--- src/rtl/kernel_bank_if.sv ---
`default_nettype none
// ============================================================================
// Module   : kernel_bank_if
// Brief    : Host write port and coefficient stream bundle for kernel_bank.
// Revision : 1.0 - initial release
// ============================================================================
interface kernel_bank_if #(
    parameter int COEF_W      = 9,
    parameter int KSIZE       = 3,
    parameter int NUM_KERNELS = 4,
    parameter int KSEL_W      = (NUM_KERNELS > 1) ? $clog2(NUM_KERNELS) : 1,
    parameter int ADDR_W      = $clog2(KSIZE*KSIZE)
);
    logic                     wr_en;
    logic [KSEL_W-1:0]        wr_kernel;
    logic [ADDR_W-1:0]        wr_addr;
    logic signed [COEF_W-1:0] wr_data;
    logic                     wr_err;
    logic                     start;
    logic [KSEL_W-1:0]        kernel_sel;
    logic                     busy;
    logic signed [COEF_W-1:0] out_data;
    logic [ADDR_W-1:0]        out_idx;
    logic                     out_valid;
    logic                     out_ready;
    logic                     out_last;

    modport master (
        output wr_en, wr_kernel, wr_addr, wr_data, start, kernel_sel, out_ready,
        input  wr_err, busy, out_data, out_idx, out_valid, out_last
    );

    modport slave (
        input  wr_en, wr_kernel, wr_addr, wr_data, start, kernel_sel, out_ready,
        output wr_err, busy, out_data, out_idx, out_valid, out_last
    );
endinterface
`default_nettype wire

--- src/rtl/kernel_bank.sv ---
`default_nettype none
// ============================================================================
// Module   : kernel_bank
// Brief    : Writable multi-kernel coefficient store streaming one kernel in
//            raster order over a valid/ready handshake.
// Revision : 1.0 - initial release
// ============================================================================
module kernel_bank #(
    parameter int COEF_W      = 9,
    parameter int KSIZE       = 3,
    parameter int NUM_KERNELS = 4,
    parameter int KSEL_W      = (NUM_KERNELS > 1) ? $clog2(NUM_KERNELS) : 1,
    parameter int ADDR_W      = $clog2(KSIZE*KSIZE)
) (
    input  wire logic          clk,
    input  wire logic          rst,
    kernel_bank_if.slave       bus
);
    localparam int                c_KK   = KSIZE*KSIZE;
    localparam logic [KSEL_W:0]   c_NK   = (KSEL_W+1)'(NUM_KERNELS);
    localparam logic [ADDR_W:0]   c_KK_W = (ADDR_W+1)'(c_KK);
    localparam logic [ADDR_W-1:0] c_LAST = ADDR_W'(c_KK-1);

    typedef enum logic [0:0] {
        S_IDLE   = 1'b0,
        S_STREAM = 1'b1
    } state_t;

    state_t                   r_state;
    state_t                   w_state_nxt;
    logic signed [COEF_W-1:0] r_coef [NUM_KERNELS][c_KK];
    logic [KSEL_W-1:0]        r_sel;
    logic [ADDR_W-1:0]        r_idx;
    logic signed [COEF_W-1:0] r_data;
    logic                     r_last;
    logic                     r_wr_err;

    logic                     w_wr_ok;
    logic                     w_hs;
    logic                     w_start_ok;
    logic                     w_load;
    logic [KSEL_W-1:0]        w_load_kernel;
    logic [ADDR_W-1:0]        w_load_idx;
    logic signed [COEF_W-1:0] w_load_data;

    // Reset image: Laplacian in kernel 0, zeros elsewhere.
    function automatic logic signed [COEF_W-1:0] f_default(input int k, input int a);
        int row;
        int col;
        int ctr;
        ctr = KSIZE / 2;
        row = a / KSIZE;
        col = a % KSIZE;
        if (k != 0)
            return '0;
        if (row == ctr && col == ctr)
            return COEF_W'(4);
        if ((row == ctr && (col == ctr-1 || col == ctr+1)) ||
            (col == ctr && (row == ctr-1 || row == ctr+1)))
            return '1;
        return '0;
    endfunction

    // The streaming kernel is write-protected, so only other kernels change mid-stream.
    assign w_wr_ok = bus.wr_en
                  && ({1'b0, bus.wr_kernel} < c_NK)
                  && ({1'b0, bus.wr_addr} < c_KK_W)
                  && !(r_state == S_STREAM && bus.wr_kernel == r_sel);

    assign w_hs       = (r_state == S_STREAM) && bus.out_ready;
    assign w_start_ok = bus.start && ({1'b0, bus.kernel_sel} < c_NK);

    always_comb begin
        w_state_nxt   = r_state;
        w_load        = 1'b0;
        w_load_kernel = r_sel;
        w_load_idx    = r_idx;
        case (r_state)
            S_IDLE: begin
                if (w_start_ok) begin
                    w_state_nxt   = S_STREAM;
                    w_load        = 1'b1;
                    w_load_kernel = bus.kernel_sel;
                    w_load_idx    = '0;
                end
            end
            S_STREAM: begin
                if (w_hs) begin
                    if (r_idx == c_LAST) begin
                        w_state_nxt = S_IDLE;
                    end else begin
                        w_load     = 1'b1;
                        w_load_idx = r_idx + 1'b1;
                    end
                end
            end
            default: w_state_nxt = S_IDLE;
        endcase
    end

    // Forward a same-cycle write so a start sees the coefficient written with it.
    always_comb begin
        w_load_data = r_coef[w_load_kernel][w_load_idx];
        if (w_wr_ok && bus.wr_kernel == w_load_kernel && bus.wr_addr == w_load_idx)
            w_load_data = bus.wr_data;
    end

    always_ff @(posedge clk or negedge rst) begin
        if (!rst)
            r_state <= S_IDLE;
        else
            r_state <= w_state_nxt;
    end

    always_ff @(posedge clk or negedge rst) begin
        if (!rst) begin
            for (int k = 0; k < NUM_KERNELS; k++)
                for (int a = 0; a < c_KK; a++)
                    r_coef[k][a] <= f_default(k, a);
        end else if (w_wr_ok) begin
            r_coef[bus.wr_kernel][bus.wr_addr] <= bus.wr_data;
        end
    end

    always_ff @(posedge clk or negedge rst) begin
        if (!rst) begin
            r_sel    <= '0;
            r_idx    <= '0;
            r_data   <= '0;
            r_last   <= 1'b0;
            r_wr_err <= 1'b0;
        end else begin
            r_wr_err <= bus.wr_en && !w_wr_ok;
            if (r_state == S_IDLE && w_start_ok)
                r_sel <= bus.kernel_sel;
            if (w_load) begin
                r_idx  <= w_load_idx;
                r_data <= w_load_data;
                r_last <= (w_load_idx == c_LAST);
            end else if (w_hs) begin
                r_last <= 1'b0;
            end
        end
    end

    assign bus.busy      = (r_state == S_STREAM);
    assign bus.out_valid = (r_state == S_STREAM);
    assign bus.out_data  = r_data;
    assign bus.out_idx   = r_idx;
    assign bus.out_last  = r_last;
    assign bus.wr_err    = r_wr_err;
endmodule
`default_nettype wire

--- src/flat_wrapper.sv ---
// flat-port wrapper written by rule: the top's interface ports become plain ports
module kernel_bank_flat 
#(
    parameter int COEF_W      = 9,
    parameter int KSIZE       = 3,
    parameter int NUM_KERNELS = 4,
    parameter int KSEL_W      = (NUM_KERNELS > 1) ? $clog2(NUM_KERNELS) : 1,
    parameter int ADDR_W      = $clog2(KSIZE*KSIZE)
)
  (clk, rst, bus_wr_en, bus_wr_kernel, bus_wr_addr, bus_wr_data, bus_start, bus_kernel_sel, bus_out_ready, bus_wr_err, bus_busy, bus_out_data, bus_out_idx, bus_out_valid, bus_out_last);
  kernel_bank_if #(.COEF_W(COEF_W), .KSIZE(KSIZE), .NUM_KERNELS(NUM_KERNELS), .KSEL_W(KSEL_W), .ADDR_W(ADDR_W)) bus_i ();
  input  wire logic clk;
  input  wire logic rst;
  input wire logic [$bits(bus_i.wr_en)-1:0] bus_wr_en;
  input wire logic [$bits(bus_i.wr_kernel)-1:0] bus_wr_kernel;
  input wire logic [$bits(bus_i.wr_addr)-1:0] bus_wr_addr;
  input wire logic [$bits(bus_i.wr_data)-1:0] bus_wr_data;
  input wire logic [$bits(bus_i.start)-1:0] bus_start;
  input wire logic [$bits(bus_i.kernel_sel)-1:0] bus_kernel_sel;
  input wire logic [$bits(bus_i.out_ready)-1:0] bus_out_ready;
  output wire logic [$bits(bus_i.wr_err)-1:0] bus_wr_err;
  output wire logic [$bits(bus_i.busy)-1:0] bus_busy;
  output wire logic [$bits(bus_i.out_data)-1:0] bus_out_data;
  output wire logic [$bits(bus_i.out_idx)-1:0] bus_out_idx;
  output wire logic [$bits(bus_i.out_valid)-1:0] bus_out_valid;
  output wire logic [$bits(bus_i.out_last)-1:0] bus_out_last;
  assign bus_i.wr_en = bus_wr_en;
  assign bus_i.wr_kernel = bus_wr_kernel;
  assign bus_i.wr_addr = bus_wr_addr;
  assign bus_i.wr_data = bus_wr_data;
  assign bus_i.start = bus_start;
  assign bus_i.kernel_sel = bus_kernel_sel;
  assign bus_i.out_ready = bus_out_ready;
  assign bus_wr_err = bus_i.wr_err;
  assign bus_busy = bus_i.busy;
  assign bus_out_data = bus_i.out_data;
  assign bus_out_idx = bus_i.out_idx;
  assign bus_out_valid = bus_i.out_valid;
  assign bus_out_last = bus_i.out_last;
  kernel_bank #(.COEF_W(COEF_W), .KSIZE(KSIZE), .NUM_KERNELS(NUM_KERNELS), .KSEL_W(KSEL_W), .ADDR_W(ADDR_W)) u_core (.clk(clk), .rst(rst), .bus(bus_i));
endmodule
--- config.mk ---
export PLATFORM = sky130hd
export DESIGN_NAME = kernel_bank_flat
export DESIGN_NICKNAME = d
export VERILOG_FILES = /design/src/rtl/kernel_bank_if.sv /design/src/rtl/kernel_bank.sv /design/src/flat_wrapper.sv
export SDC_FILE = /design/constraint.sdc
export NUM_CORES = 1
export LEC_CHECK = 0
export BUFFER_PORTS_ARGS = -buffer_cell sky130_fd_sc_hd__buf_2
export CORE_MARGIN = 2
export CORE_UTILIZATION = 45
export CTS_BUF_LIST = sky130_fd_sc_hd__clkbuf_4
export CTS_CLUSTER_DIAMETER = 50
export DETAILED_ROUTE_END_ITERATION = 10
export HOLD_SLACK_MARGIN = 0.12
export PLACE_DENSITY = 0.59
export SYNTH_ARGS = -nofsm -noshare
export SYNTH_HDL_FRONTEND = slang
export SYNTH_SLANG_ARGS = --single-unit
--- constraint.sdc ---
create_clock -name clk -period 3.2 [get_ports clk]
set_input_delay 0.64 -clock clk [delete_from_list [all_inputs] [get_ports clk]]
set_output_delay 0.64 -clock clk [all_outputs]
set_load 0.05 [all_outputs]
==> results.toml, run 1 <==
[logic_synthesis]
synth_nets = 1288
netlist_instances = 1264
ys_seq_area_frac = 0.5337
synth_seq_cells = 342
yosys.area.top_type_share = 0.4734
synthFlopType = "dfrtp_1"
synth_cell_types = 53
synthesis.area_um2 = 16120
synthTopCellsByArea = "dfrtp_1 (47%), mux2_2 (22%), dfstp_2 (6.0%)"
yosys_warnings = 0
synth-async-reset-ratio = 1.000
synth_edf_count = 0
syn_avg_cell_area_um2 = 12.75
synth_largest_area_cell = "dfrtp_1"

[sta]
skew_ns = 0.03383
relSlewSlack = 0.4110
finalSetupViolCount = 0
post-route-min-period_ns = 2.953
slew_violations = 0
hold_viol = 0
rsz0062_at_grt = "no"
fmax_mhz = 338.6
setup_tns_ns = 0
period_share = 0.9230
worst_pin_slew_ns = 0.8835

[floorplanning]
die_w_um = 193.3
die-area_um2 = 37360
die_y_um = 193.3
fp-row-count = 69
top_level_ports = 39
initial_utilization = 0.4555
core_area_um2 = 35400

[power]
p_leak_uw = 0.008409
peakVddDrop_mv = 0.4368
power.density_nw_per_um2 = 826.0

[final_layout]
final_util = 0.5195
layout-drive-gt1-share = 0.4650
nets = 1395
syn2layout_area_growth_pct = 14.07

[critical_path]
slowest_delay_ns = 0.39
crit_top_cell = "inv_1"
slowest_stage = "dfrtp_1"
startpoint_type = "register"
cp_cell_sequence = "inv_1, ha_1, and3b_1, mux2i_1, nor2_2, inv_1, nor4b_2, buf_4, a32oi_1, and4_1, o31ai_1"
crit_fanout = 9
cp-end-kind = "register"
path_class = "reg -> reg"
arrival_ns = 3.60
required_ns = 3.85

[global_routing]
grt_pass1_vias = 11364
grt_pass1_wl_um = 67390
grt_max_degree = 71
antenna_found_initial = 2
grtUsageTotal = 0.2330
grt-ovfl-total = 0

[route]
drtAntennaViolNets = 0
drt-total-wl_um = 42690
dr.first_iter.drc_count = 762
num_vias = 10977
avgRoutedWirePerCell_um = 22.41
drc = 0
viasPerCell = 5.762
dr.pass1.iters = 7

[clock_network]
cts_sinks = 342
cts_root_buf = "clkbuf_4"
cts_resized = 0
cts_max_level = 3
clkTransAtPathRegs_ns = 0.07
insertion_delay_ns = 0.75
clockBufferDepth = 3
cts_tree = "built"
cts_made_buffers = 90

[placed_design]
dp_hpwl_um = 27780
io_buffers = 38
place_congestion = 0.8526

[flow_run]
maxCapViolations = 0

[run_status]
outcome = "finished, final reports clean"

[min_path]
hold_class = "in -> reg"
-- report_power, final --
part / switching, uW / internal, uW / leakage (uW) / total [uW]
sequential: 511 / 5230 / 0.00444 / 5740
combinational: 3150 / 2230 / 0.00323 / 5380
clock: 1810 / 2260 / 0.000742 / 4070
total: 5470 / 9720 / 0.00841 / 15200
-- per-stage QoR --
step | hold WS [ns] | cells | setup slack [ns] | power (uW) | area, um2
global route | 0.2575 | 1905 | 0.001649 | 16060 | 18390
detailed placement | 0.4890 | 1739 | 0.1494 | 11190 | 17150
CTS | 0.2372 | 1904 | 0.2365 | 15310 | 18390
global placement | 0.4824 | 1739 | 0.1838 | 11080 | 17150
floorplan | 0.3444 | 1264 | 0.1564 | 9256 | 16120
finish | 0.3036 | 1905 | 0.2465 | 15190 | 18390
-- registers in the layout, summed over array words and instances, names as in the netlist --
name,count
u_core.bus.out_idx,4
u_core.r_coef,324
u_core.bus.out_data,9
u_core.bus.wr_err,1
u_core.bus.out_last,1
u_core.bus.busy,1
u_core.r_sel,2
-- worst max-delay path: cells and delay by family (launching register included) --
| family | cells | cell delay (ns) |
|---|---|---|
| multiplexers | 1 | 0.12 |
| flip-flops | 1 | 0.39 |
| buffers and inverters | 3 | 0.60 |
| AO/OA/AOI/OAI | 2 | 0.31 |
| AND/OR/NAND/NOR | 4 | 1.24 |
| adder cells (fa/ha/maj) | 1 | 0.17 |
-- placed cells by master, fill, tap and decap left out, types with 7 or more instances in the layout --
cell type	instances
nand3_1	20
a211oi_1	13
clkinv_1	10
inv_1	11
clkbuf_4	150
o31ai_1	11
nand4_1	15
dfrtp_1	305
a32oi_1	24
dfstp_2	37
nand2_1	153
mux2_2	320
nor2_2	7
o21ai_0	15
a31oi_1	11
a21oi_1	42
xnor2_1	7
a221oi_1	12
nor2_1	30
buf_12	7
buf_2	37
mux2i_1	31
nand2b_1	10
mux4_2	33
buf_4	65
-- synthesized netlist by cell type, types with 7 or more instances --
cell type,number
mux2i_1,32
a21oi_1,43
o21ai_0,15
nand3_1,20
nand4_1,15
o31ai_1,11
clkbuf_1,62
a221oi_1,12
dfstp_2,37
nor2_1,31
mux4_2,33
a211oi_1,13
a32oi_1,24
nand2_1,153
buf_1,11
inv_1,11
a31oi_1,11
nand2b_1,10
buf_2,18
xnor2_1,7
dfrtp_1,305
mux2_2,320
-- cell type report --
type	count	area, um2
flip-flops and latches	342	8605
diodes	1	2.502
repair buffers	111	838.3
fillers	3123	17010
clock buffers	150	1126
multi-input cells	813	7082
clock inverters	14	106.4
well taps	461	576.8
inverters	13	53.80
-- path summary, 6_finish.rpt --
kind / from / endpoint / slack (ns) / cells after the start
max in group asynchronous: rst / u_core.r_coef[312] / 1.92 / 3
worst min-delay path: bus_wr_en / u_core.bus.wr_err / 0.30 / 3
worst min register to register: u_core.r_coef[84] / u_core.r_coef[84] / 0.50 / 1
worst max register to register: u_core.bus.out_idx[0] / u_core.bus.out_data[8] / 0.25 / 11
min in group asynchronous: rst / u_core.r_coef[11] / 0.43 / 2
worst max-delay path: u_core.bus.out_idx[0] / u_core.bus.out_data[8] / 0.25 / 11
-- what timing repair did --
item,in CTS,in global routing
endpoints found under the hold margin,41,0
hold buffers,1,0
setup buffers,0,0
-- cell families after synthesis --
| logic type | Yosys count | synth area share |
|---|---|---|
| AO/OA/AOI/OAI | 147 | 0.06286 |
| adder cells (fa/ha/maj) | 2 | 0.001552 |
| multiplexers | 386 | 0.2909 |
| AND/OR/NAND/NOR | 270 | 0.07761 |
| XOR/XNOR | 8 | 0.004346 |
| buffers and inverters | 109 | 0.02903 |
| flip-flops | 342 | 0.5337 |
-- metal layers --
layer	part of all wire	GRT usage	vias to the layer above
li1	-	-	4879
met1	0.46	0.3266	5708
met2	0.46	0.3575	316
met3	0.056	0.04829	74
met4	0.026	0.08934	0
met5	0	0.001277	-
Note: power is estimated with default switching activity, not from simulation.
==> run 2, diff against run 1 <==
- BUFFER_PORTS_ARGS: -buffer_cell sky130_fd_sc_hd__buf_2 -> default
- DONT_BUFFER_PORTS: default -> 1
- PLACE_DENSITY: 0.59 -> 0.58
==> run 2 against run 1 <==
Effect of this change:
- the run now ends with hold timing left
- cell area down 0.70%
- fmax about the same
- hold slack got worse by 0.74 ns
- utilization decreased by 0.36 points
- via count decreased by 1.1%
- wire length rose by 0.93%
- sequential share of layout area up 0.34 points
- critical path type unchanged
- critical endpoint is now u_core.r_coef[131]
- largest cell class unchanged
- highest routed layer unchanged
==> results.toml, run 2 (synthesis gave the netlist of run 1 again) <==
[flow_run]
maxCapViolations = 0

[floorplanning]
core_area_um2 = 35400
die-area_um2 = 37360
fp-row-count = 69
die_w_um = 193.3
top_level_ports = 39
initial_utilization = 0.4555
die_y_um = 193.3

[critical_path]
slowest_stage = "dfrtp_1"
path_class = "reg -> reg"
critPathBufInv = 0
arrival_ns = 3.57
startpoint = "u_core.r_sel[1]"
cp-end-kind = "register"
cp_cell_sequence = "xnor2_1, a31oi_1, nor3b_1, nand3_1, nor2_2, mux2_2"
required_ns = 3.82
reg2reg_from = "u_core.r_sel[1]"
crit_family = "simple AND/OR/NAND/NOR gates"
startpoint_type = "register"
crit_fanout = 9
slowest_delay_ns = 0.52

[power]
peakVddDrop_mv = 0.6143
power.density_nw_per_um2 = 823.1
p_leak_uw = 0.008264

[clock_network]
cts_root_buf = "clkbuf_4"
cts_made_buffers = 95
cts_setup_buffers = 0
cts_hold_buf = 13
clockBufferDepth = 3
insertion_delay_ns = 0.78
clkTransAtPathRegs_ns = 0.06
cts_tree = "built"
cts_sinks = 342
cts_max_level = 3

[run_status]
outcome = "complete, but fails checks"
violations = "hold timing"

[global_routing]
grtUsageTotal = 0.2336
grt_pass1_wl_um = 67520
grt_max_degree = 343
antenna_found_initial = 2
grt-ovfl-total = 0
grt_pass1_vias = 11422

[final_layout]
final_common_cell = "mux2_2"
nets = 1355
largest_reg_flops = 324
syn2layout_area_growth_pct = 13.27
mostFrequentLayoutCells = "mux2_2 (320), dfrtp_1 (304), clkbuf_4 (154)"
regMostFlops = "u_core.r_coef"
layout-drive-gt1-share = 0.4485
fin_area_um2 = 18260

[route]
num_vias = 10859
viasPerCell = 5.804
avgRoutedWirePerCell_um = 23.03
drc = 0
dr.pass1.iters = 5
drt-total-wl_um = 43090
dr.first_iter.drc_count = 826
drtAntennaViolNets = 0

[sta]
relSlewSlack = 0.3966
fmax_mhz = 338.8
worst_pin_slew_ns = 0.9052
hold_viol = 312
post-route-min-period_ns = 2.951
finalSetupViolCount = 0
skew_ns = 0.05908
rsz0062_at_grt = "no"
period_share = 0.9223
hold_ws_ns = -0.4326
slew_violations = 0
setup_tns_ns = 0

[placed_design]
dp_hpwl_um = 26470
place_area_um2 = 16770
place_congestion = 0.8474
io_buffers = 0

[min_path]
hold_class = "in -> async"
==> run 2: timing repair <==
| item | 4_1_cts | 5_1_grt |
|---|---|---|
| endpoints found under the setup margin | 0 | 3 |
| hold endpoints to repair | 678 | 342 |
| gates resized for setup | 0 | 1 |
==> run 2: where the power goes <==
group | switching [uW] | internal, uW | total [uW]
registers | 685 | 5230 | 5920
logic | 2870 | 2130 | 5000
clock network | 1870 | 2250 | 4110
==> run 2: worst paths after layout <==
| kind | endpoint | slack, ns | depth (start not counted) |
|---|---|---|---|
| setup / recovery | u_core.r_coef[131] | 0.25 | 6 |
| hold / removal | u_core.r_coef[173] | -0.43 | 0 |
| setup reg to reg | u_core.r_coef[131] | 0.25 | 6 |
| hold reg to reg | u_core.r_coef[24] | 0.50 | 1 |
| max in group asynchronous | u_core.r_coef[166] | 2.89 | 0 |
| min in group clk | u_core.r_coef[317] | 0.20 | 3 |
==> run 2: metrics by stage <==
| step | hold WS (ns) | util | power (uW) | instances | worst slack [ns] |
|---|---|---|---|---|---|
| 3_5_place_dp | 0.3586 | 0.4737 | 10850 | 1682 | 0.1645 |
| 6_report | -0.4326 | 0.5159 | 15030 | 1871 | 0.2485 |
| 3_3_place_gp | 0.3608 | 0.4737 | 10790 | 1682 | 0.2410 |
| 4_1_cts | -0.5034 | 0.5158 | 15130 | 1870 | 0.1772 |
| 5_1_grt | -0.4976 | 0.5159 | 15890 | 1871 | 0.08940 |
| 2_1_floorplan | 0.3444 | - | 9256 | 1264 | 0.1564 |
==> run 2: metal layers <==
layer	part of all wire	vias to the layer above	wire, um	track usage
li1	-	4811	-	-
met1	0.45	5668	19220	0.3189
met2	0.48	311	20530	0.3706
met3	0.054	69	2320	0.04881
met4	0.024	0	1013	0.08369
met5	0	-	0	0
==> run 2: cell type report <==
class                           count  area (um2)
Tap cell                          461       576.8
Clock buffer                      154        1156
Clock inverter                     21       113.9
Multi-Input combinational cell    813        7084
Fill cell                        3164       17140
Timing Repair Buffer               66       668.1
Inverter                           13       53.80
Antenna cell                        1       2.502
Sequential cell                   342        8606
==> run 3, diff against run 2 <==
- clock period: 3.2 -> 2.9 ns (I/O delays scaled with it)
==> run 3 against run 2 <==
Effect of this change:
- the run still ends with hold timing left
- utilization up 0.28 points
- combinational power is 11% higher
- clock-buffer cell count decreased by 3
- first-iteration DRC count is 3.4% higher
- power rose by 9.4%
- register-to-register slack got worse by 0.25 ns
- sequential share of layout area decreased by 0.24 points
- critical path depth increased by 5
- highest routed layer unchanged
==> results.toml, run 3 (synthesis gave the netlist of run 1 again) <==
[power]
p_leak_uw = 0.008307
peakVddDrop_mv = 0.4832
power_uw = 16450
power.density_nw_per_um2 = 895.8

[run_status]
outcome = "complete, but fails checks"
violations = "hold timing"

[global_routing]
grt_pass1_vias = 11211
grtUsageTotal = 0.2365
antenna_found_initial = 4
grt_max_degree = 343
grt_pass1_wl_um = 67830
grt-ovfl-total = 0

[sta]
slew_violations = 0
skew_ns = 0.05925
post-route-min-period_ns = 2.899
hold_viol = 342
finalSetupViolCount = 0
relSlewSlack = 0.3996
period_share = 0.9998
fmax_mhz = 344.9
setup_tns_ns = 0
worst_pin_slew_ns = 0.9006
hold_ws_ns = -0.4849
rsz0062_at_grt = "yes"

[clock_network]
cts_sinks = 342
insertion_delay_ns = 0.79
cts_setup_buffers = 0
clkTransAtPathRegs_ns = 0.06
cts_root_buf = "clkbuf_4"
cts_hold_buf = 18
cts_made_buffers = 94
cts_max_level = 3
clockBufferDepth = 3
cts_tree = "built"

[placed_design]
place_congestion = 0.8568
place_area_um2 = 16850
dp_hpwl_um = 27130
placedCellCount = 1695
io_buffers = 0

[final_layout]
largest_reg_flops = 324
final_cell_count_no_fill = 1885
fin_area_um2 = 18360
nets = 1372
layout-drive-gt1-share = 0.4543
final_common_cell = "mux2_2"
syn2layout_area_growth_pct = 13.88
regMostFlops = "u_core.r_coef"
mostFrequentLayoutCells = "mux2_2 (320), dfrtp_1 (302), nand2_1 (153)"

[flow_run]
maxCapViolations = 0

[critical_path]
slowest_stage = "o21ai_0"
arrival_ns = 3.55
crit_fanout = 9
crit_family = "compound AO/OA/AOI/OAI gates"
path_class = "reg -> reg"
slowest_delay_ns = 0.44
required_ns = 3.55
cp_cell_sequence = "inv_1, ha_1, and3b_1, mux2i_1, nor2_2, inv_1, buf_4, a311oi_1, o21ai_0, o211a_1, a31oi_1"
crit_top_cell = "inv_1"
cp-end-kind = "register"
critPathBufInv = 3
startpoint_type = "register"

[route]
num_vias = 10856
dr.pass1.iters = 5
drtAntennaViolNets = 0
avgRoutedWirePerCell_um = 23.12
drc = 0
drt-total-wl_um = 43580
viasPerCell = 5.759
dr.first_iter.drc_count = 854

[floorplanning]
top_level_ports = 39
initial_utilization = 0.4555
die_y_um = 193.3
fp-row-count = 69
die-area_um2 = 37360
core_area_um2 = 35400
die_w_um = 193.3

[min_path]
hold_class = "in -> async"
==> run 3: worst reg2reg max path, delay by kind of cell, from the launching register on <==
family                   cells  cell delay, ns
multiplexers                 1            0.33
flip-flops                   1            0.43
AO/OA/AOI/OAI                4            0.78
AND/OR/NAND/NOR              2            0.37
buffers and inverters        3            0.69
adder cells (fa/ha/maj)      1            0.17
==> run 3: repair_timing <==
action,CTS,global route
endpoints found under the hold margin,679,342
endpoints found under the setup margin,0,9
resized for setup,0,6
==> run 3: per-stage QoR <==
stage                     utilization  worst slack [ns]
final                          0.5187         0.0006892
after global routing           0.5187          -0.04859
after CTS                      0.5180           0.05357
after detailed placement       0.4761          0.007829
after global placement         0.4761           0.02357
after floorplan                     -           0.07262
==> run 3: final timing paths <==
| check | slack [ns] | cells past startpoint | end | startpoint |
|---|---|---|---|---|
| max | 0.0007 | 11 | u_core.bus.out_data[1] | u_core.bus.out_idx[1] |
| max reg2reg | 0.0007 | 11 | u_core.bus.out_data[1] | u_core.bus.out_idx[1] |
| max in group asynchronous | 2.93 | 0 | u_core.r_coef[164] | rst |
| min in group clk | 0.17 | 3 | u_core.r_coef[319] | bus_wr_data[4] |
| min | -0.48 | 0 | u_core.r_coef[191] | rst |
| min reg2reg | 0.50 | 1 | u_core.r_coef[119] | u_core.r_coef[119] |
==> run 3: layer usage <==
metal  GRT usage  up-vias  part of all wire
met4     0.08369        0             0.027
met2      0.3677      314              0.47
li1            -     4824                 -
met3     0.06189       77             0.068
met5           0        -                 0
met1      0.3217     5641              0.44
==> run 3: cell type report <==
class / instances / area [um2]
Multi-Input combinational cell: 813 / 7103
Sequential cell: 342 / 8608
Tap cell: 461 / 576.8
Clock inverter: 19 / 76.32
Fill cell: 3135 / 17040
Clock buffer: 151 / 1134
Timing Repair Buffer: 84 / 803.3
Inverter: 13 / 53.80
Antenna cell: 2 / 5.005
==> run 3: power breakdown <==
group	internal, uW	leakage, uW	switching [uW]
logic	2390	0.00314	3180
registers	5770	0.00443	755
clock network	2340	0.000733	2010
total	10500	0.00831	5950
